[src/rtl/traffic_pkg.sv]
// traffic_pkg: phase encoding, lamp patterns and direction codes for the intersection scheduler
// Lamp vector layout is {R1,Y1,G1,R2,Y2,G2,R3,G3}, bit7 = R1, active-high.
package traffic_pkg;

    localparam logic [2:0] ST_NS_G  = 3'd0;
    localparam logic [2:0] ST_NS_Y  = 3'd1;
    localparam logic [2:0] ST_EW_G  = 3'd2;
    localparam logic [2:0] ST_EW_Y  = 3'd3;
    localparam logic [2:0] ST_WALK  = 3'd4;
    localparam logic [2:0] ST_ALL_R = 3'd5;

    localparam logic [7:0] L_NS_G  = 8'h32;
    localparam logic [7:0] L_NS_Y  = 8'h52;
    localparam logic [7:0] L_EW_G  = 8'h86;
    localparam logic [7:0] L_EW_Y  = 8'h8A;
    localparam logic [7:0] L_WALK  = 8'h91;
    localparam logic [7:0] L_ALL_R = 8'h92;

    localparam logic DIR_NS = 1'b0;
    localparam logic DIR_EW = 1'b1;

    // Unused codes fall back to all-red so a corrupted state can never show a green.
    function automatic logic [7:0] lamps_of(input logic [2:0] s);
        return s == ST_NS_G ? L_NS_G :
               s == ST_NS_Y ? L_NS_Y :
               s == ST_EW_G ? L_EW_G :
               s == ST_EW_Y ? L_EW_Y :
               s == ST_WALK ? L_WALK : L_ALL_R;
    endfunction

endpackage

[src/rtl/traffic_phase_scheduler_phase_timer.sv]
// phase_timer: saturating elapsed-cycle counter with clear, enable and limit compare
// Ports: clk, reset (sync, active-high), clr (restart at 0), en (count this cycle),
//        limit (compare value), elapsed (current count), at_limit (elapsed == limit).
module phase_timer #(
    parameter int CNT_W = 29,
    parameter int SAT   = 4000
) (
    input  logic             clk,
    input  logic             reset,
    input  logic             clr,
    input  logic             en,
    input  logic [CNT_W-1:0] limit,
    output logic [CNT_W-1:0] elapsed,
    output logic             at_limit
);

    assign at_limit = elapsed == limit;

    // Sticks at SAT-1 so a green resting without competition cannot wrap.
    always_ff @(posedge clk) begin
        if (reset || clr)
            elapsed <= '0;
        else if (en && elapsed != CNT_W'(SAT - 1))
            elapsed <= elapsed + CNT_W'(1);
    end

endmodule

[src/rtl/traffic_phase_scheduler.sv]
// traffic_phase_scheduler: actuated NS/EW/pedestrian phase controller with latched requests
// Ports: clk, reset (sync, active-high), req_ns/req_ew (vehicle presence levels),
//        req_ped (button), hold (freeze timing and state), lamps {R1,Y1,G1,R2,Y2,G2,R3,G3},
//        phase (state code), ped_ack (one-cycle pulse on WALK entry).
module traffic_phase_scheduler
    import traffic_pkg::*;
#(
    parameter int MIN_GREEN = 1000,
    parameter int MAX_GREEN = 4000,
    parameter int YELLOW    = 500,
    parameter int ALL_RED   = 100,
    parameter int WALK      = 1000,
    parameter int CNT_W     = 29
) (
    input  logic       clk,
    input  logic       reset,
    input  logic       req_ns,
    input  logic       req_ew,
    input  logic       req_ped,
    input  logic       hold,
    output logic [7:0] lamps,
    output logic [2:0] phase,
    output logic       ped_ack
);

    logic [2:0]       state;
    logic [2:0]       nxt;
    logic [CNT_W-1:0] elapsed;
    logic [CNT_W-1:0] limit;
    logic             at_limit;
    logic             ns_pend;
    logic             ew_pend;
    logic             ped_pend;
    logic             last_dir;
    logic             from_walk;
    logic             min_ok;
    logic             ns_exit;
    logic             ew_exit;
    logic             go;
    logic             enter_walk;
    logic             enter_ns;
    logic             enter_ew;

    always_comb begin
        limit = state == ST_NS_Y || state == ST_EW_Y ? CNT_W'(YELLOW - 1) :
                state == ST_WALK                     ? CNT_W'(WALK - 1) :
                state == ST_ALL_R                    ? CNT_W'(ALL_RED - 1) :
                                                       CNT_W'(MAX_GREEN - 1);
    end

    // In a green, at_limit means the max-green bound has been reached.
    assign min_ok  = elapsed >= CNT_W'(MIN_GREEN - 1);
    assign ns_exit = (ew_pend || ped_pend) && ((min_ok && !req_ns) || at_limit);
    assign ew_exit = (ns_pend || ped_pend) && ((min_ok && !req_ew) || at_limit);

    always_comb begin
        nxt = hold                ? state :
              state == ST_NS_G    ? (ns_exit ? ST_NS_Y : ST_NS_G) :
              state == ST_EW_G    ? (ew_exit ? ST_EW_Y : ST_EW_G) :
              state == ST_NS_Y    ? (at_limit ? ST_ALL_R : ST_NS_Y) :
              state == ST_EW_Y    ? (at_limit ? ST_ALL_R : ST_EW_Y) :
              state == ST_WALK    ? (at_limit ? ST_ALL_R : ST_WALK) :
              !at_limit           ? ST_ALL_R :
              ped_pend && !from_walk ? ST_WALK :
              last_dir == DIR_NS  ? ST_EW_G : ST_NS_G;
    end

    assign go         = nxt != state;
    assign enter_walk = go && nxt == ST_WALK;
    assign enter_ns   = go && nxt == ST_NS_G;
    assign enter_ew   = go && nxt == ST_EW_G;

    phase_timer #(.CNT_W(CNT_W), .SAT(MAX_GREEN)) u_timer (
        .clk      (clk),
        .reset    (reset),
        .clr      (go),
        .en       (~hold),
        .limit    (limit),
        .elapsed  (elapsed),
        .at_limit (at_limit)
    );

    // Set term is ORed after the clear so a request on the entry edge survives.
    always_ff @(posedge clk) begin
        if (reset) begin
            state     <= ST_NS_G;
            lamps     <= L_NS_G;
            ped_ack   <= 1'b0;
            ns_pend   <= 1'b0;
            ew_pend   <= 1'b0;
            ped_pend  <= 1'b0;
            last_dir  <= DIR_NS;
            from_walk <= 1'b0;
        end else begin
            state    <= nxt;
            lamps    <= lamps_of(nxt);
            ped_ack  <= enter_walk;
            ped_pend <= (req_ped && state != ST_WALK) || (ped_pend && !enter_walk);
            ew_pend  <= (req_ew && state != ST_EW_G) || (ew_pend && !enter_ew);
            ns_pend  <= (req_ns && state != ST_NS_G) || (ns_pend && !enter_ns);
            if (go && nxt == ST_ALL_R) begin
                last_dir  <= state == ST_EW_Y ? DIR_EW : state == ST_NS_Y ? DIR_NS : last_dir;
                from_walk <= state == ST_WALK;
            end
        end
    end

    assign phase = state;

endmodule

[config.mk]
export PLATFORM = sky130hd
export DESIGN_NAME = traffic_phase_scheduler
export DESIGN_NICKNAME = d
export VERILOG_FILES = /design/src/rtl/traffic_pkg.sv /design/src/rtl/traffic_phase_scheduler_phase_timer.sv /design/src/rtl/traffic_phase_scheduler.sv
export SDC_FILE = /design/constraint.sdc
export NUM_CORES = 1
export LEC_CHECK = 0
export ABC_AREA = 1
export CAP_MARGIN = 20
export CORE_MARGIN = 10
export CORE_UTILIZATION = 59
export DETAILED_ROUTE_END_ITERATION = 8
export PLACE_DENSITY_LB_ADDON = 0.2
export SYNTH_ARGS = -nofsm -noshare
export SYNTH_HDL_FRONTEND = slang
export SYNTH_SLANG_ARGS = --single-unit
[constraint.sdc]
create_clock -name clk -period 2.9 [get_ports clk]
set_clock_uncertainty 0.15 [all_clocks]
set_input_delay 0.29 -clock clk [delete_from_list [all_inputs] [get_ports clk]]
set_output_delay 0.29 -clock clk [all_outputs]
set_load 0.005 [all_outputs]
==> summary.md <==
| Metric | Value |
|---|---|
| Num ports | 18 |
| Synthesis-to-finish area growth | 13.2% |
| Endpoints failing hold | 0 |
| Mean Syn Cell Area | 6.31 sq um |
| RSZ-0062 raised after global routing | false |
| Largest net degree at the start of global routing | 30 |
| Final setup margin | roughly 320 ps |
| RR Startpoint | u_timer.elapsed[0] |
| H-tree levels | 2 |
| Final ANT Viol Nets | 0 |
| Fin nets | about 470 |
| Leak pwr | approximately 1.2 nW |
| Unique masters post-synth | 29 |
| Overflow after GRT | 0 |
| Initial antenna violation count | 0 |
| Seq/Total Area, Yosys | 0.332 |
| Total GRT Usage | 0.184 |
| Synth area leaders | dfxtp_1 33%, nand2_1 19%, nor2_1 7.0% |
| Mapped Nets | roughly 450 |
| Post-synthesis cell area | 0.00278 sq mm |
| CP Cell Sequence | ha_1 > nand2_1 > nor2_1 > inv_1 > nor3_1 > nand4_1 > nand2_2 > nor3_1 > nand3_1 > nor3_2 > nand2_1 > nand2_1 > a21oi_2 |
| IO Port Bufs | 17 |
| R2r worst-path depth | 13 |
| Vias in the first global route | approximately 2600 |
| Most common cell in the netlist | nand2_1 |
| FP Rows | 24 |
| First-pass GRT wire length | 11700 microns |
| Synth area leader | dfxtp_1 |
| Hold Path Origin | last_dir |
| Clock transition at path regs | roughly 100 ps |
| Ant. Diodes | 0 |
| Vias per cell | 5.55 |
| Required @ worst endpoint | approximately 3000 ps |
| Core ar. | 0.00444 sq mm |
| Initial core utilization | 0.625 |
| Crit path launch type | flop |
| Share of the synthesized area in the top cell type | 0.332 |
| Fmax | between 0.3 and 0.4 GHz |
| Buf/Inv on CP | 1 |
| Critical path's largest stage delay | 360 ps |
| Max rail drop VDD | between 300 and 400 uV |
| Share of layout cells above drive strength 1 | 0.0959 |
| Slew headroom | 0.704 |
| Final WL | between 6000 and 7000 microns |
| Total Die Area | roughly 0.008 sq mm |
| Worst slack, placed | ~180 ps |
| CTS Buf Count | 5 |
| Worst slew pin tran | 441 ps |
| Tightest Hold Check Type | reg2reg |
| FF+latch count, synth | 46 |
| Finish-stage setup viols | 0 |
| Hold Path End | last_dir |
| Reg2reg end | u_timer.elapsed[17] |
| CP Capture Type | flop |
| Status | completed |
| Gpl congestion | 1.05 |
| Slowest stage cell on the critical path | dfxtp_1 |
| Postcts setup bufs | 0 |
| Period utilisation layout | 0.889 |
| CTS tree | done |
| Flop-to-flop setup slack | roughly 320 ps |
| Cells after Synth | 440 |
| Total power per unit cell area | roughly 410 mW/mm^2 |
| Vias post-DR | roughly 2800 |
| CTS resizes | 0 |
| Post-synth EDFFs | 0 |
| Final instance area | 0.00314 sq mm |
| Root Driver | clkbuf_8 |
| Die width | slightly below 90 microns |
| Ys Warns | 0 |
| Commonest cells in the synthesized netlist | 140 x nand2_1, 52 x nor2_1, 46 x dfxtp_1, 46 x inv_1, 26 x a21oi_1 |
| Die height | 88.6 microns |
| DRT iter0 DRCs | 229 |
| TNS Setup | 0 ps |
| Pins Over Slew Limit | 0 |
| Drt pass-1 iters | 5 |
| DP Wirelength | about 5200 microns |
| DRC viols | 0 |
| Hold Path Stages | 2 |
| Clock sinks | 46 |
| Synth Flop Type | dfxtp_1 |
| # hold bufs at CTS | 0 |
| Max cap viols | 0 |
| Wire length per cell | around 14 microns |
| Arr. time, crit path | between 2000 and 3000 ps |
| Clock buffer depth | 2 |
| Ys async rst share | 0 |
| Critical path class | reg2reg |
| Final period demand of the worst path | ~2600 ps |
| Placed Area | ~0.003 sq mm |
| Cell family with most CP delay | simple AND/OR/NAND/NOR gates |
| Most frequent CP cell | nand2_1 |
| Clock insertion delay at the later pin of the skew report | ~310 ps |
| Crit path max fanout | 11 |
## layer usage
layer | GRT usage | routed length [microns] | vias to the layer above
met4 | 0.0485 | 112 | 0
li1 | - | - | 1430
met1 | 0.221 | 2870 | 1269
met3 | 0.0607 | 647 | 15
met5 | 0 | 0 | -
met2 | 0.309 | 3270 | 123
## power breakdown
part / total, mW / switching (mW) / leakage (nW) / internal, mW
sequential: 0.643 / 0.00598 / 0.372 / 0.637
clock: 0.577 / 0.232 / 0.0683 / 0.345
combinational: 0.0811 / 0.0515 / 0.740 / 0.0296
## layout by cell type, fill, tap and decap left out, types with 4 or more instances in the layout
cell type,count
nand2_1,139
nor2_1,52
inv_1,46
dfxtp_1,46
a21oi_1,26
nand3_1,23
nor3_1,18
clkdlybuf4s50_1,17
xor2_1,15
a21oi_2,10
o21ai_0,9
nor4_1,7
nor2_2,6
nand2_2,5
nand4_1,5
clkbuf_8,5
inv_2,4
## worst min-delay path, delay by kind of cell (launching register included)
family,cells,cell delay (ps)
buffers and inverters,1,50
AO/OA/AOI/OAI,1,50
flip-flops,1,320
## cell type report
type	count	area [sq um]
Tap cell	52	65.1
Clock buffer	5	68.8
Fill cell	378	1300
Timing Repair Buffer	20	205
Clock inverter	3	68.8
Multi-Input combinational cell	334	1620
Inverter	51	195
Sequential cell	46	921
## worst max path at each step
| stage | cells past startpoint | endpoint | startpoint |
|---|---|---|---|
| final | 13 | u_timer.elapsed[17] | u_timer.elapsed[0] |
| after global routing | 18 | u_timer.elapsed[11] | phase[1] |
| after CTS | 13 | u_timer.elapsed[17] | u_timer.elapsed[0] |
| after detailed placement | 13 | u_timer.elapsed[17] | u_timer.elapsed[0] |
| after global placement | 8 | u_timer.elapsed[13] | hold |
| after floorplan | 12 | u_timer.elapsed[13] | u_timer.elapsed[0] |
## sequential cells by signal, summed over array words and instances, names as in the netlist
| register | count |
|---|---|
| last_dir | 1 |
| from_walk | 1 |
| ped_ack | 1 |
| lamps | 8 |
| ew_pend | 1 |
| phase | 3 |
| ns_pend | 1 |
| ped_pend | 1 |
| u_timer.elapsed | 29 |
## metrics by stage
step / util / hold WS (ps) / instances / total power [mW]
floorplan: - / 273 / 440 / 0.713
global placement: 0.674 / 286 / 503 / 0.737
detailed placement: 0.674 / 291 / 503 / 0.739
CTS: 0.705 / 305 / 511 / 1.31
global route: 0.707 / 330 / 511 / 1.35
finish: 0.707 / 300 / 511 / 1.30
## cell families after synthesis
logic type      synth area share
simple gates               0.419
buf+inv                   0.0878
compound gates             0.100
flops                      0.332
xor+xnor                  0.0568
fa+ha+maj                0.00450
Note: power is estimated with default switching activity, not from simulation.
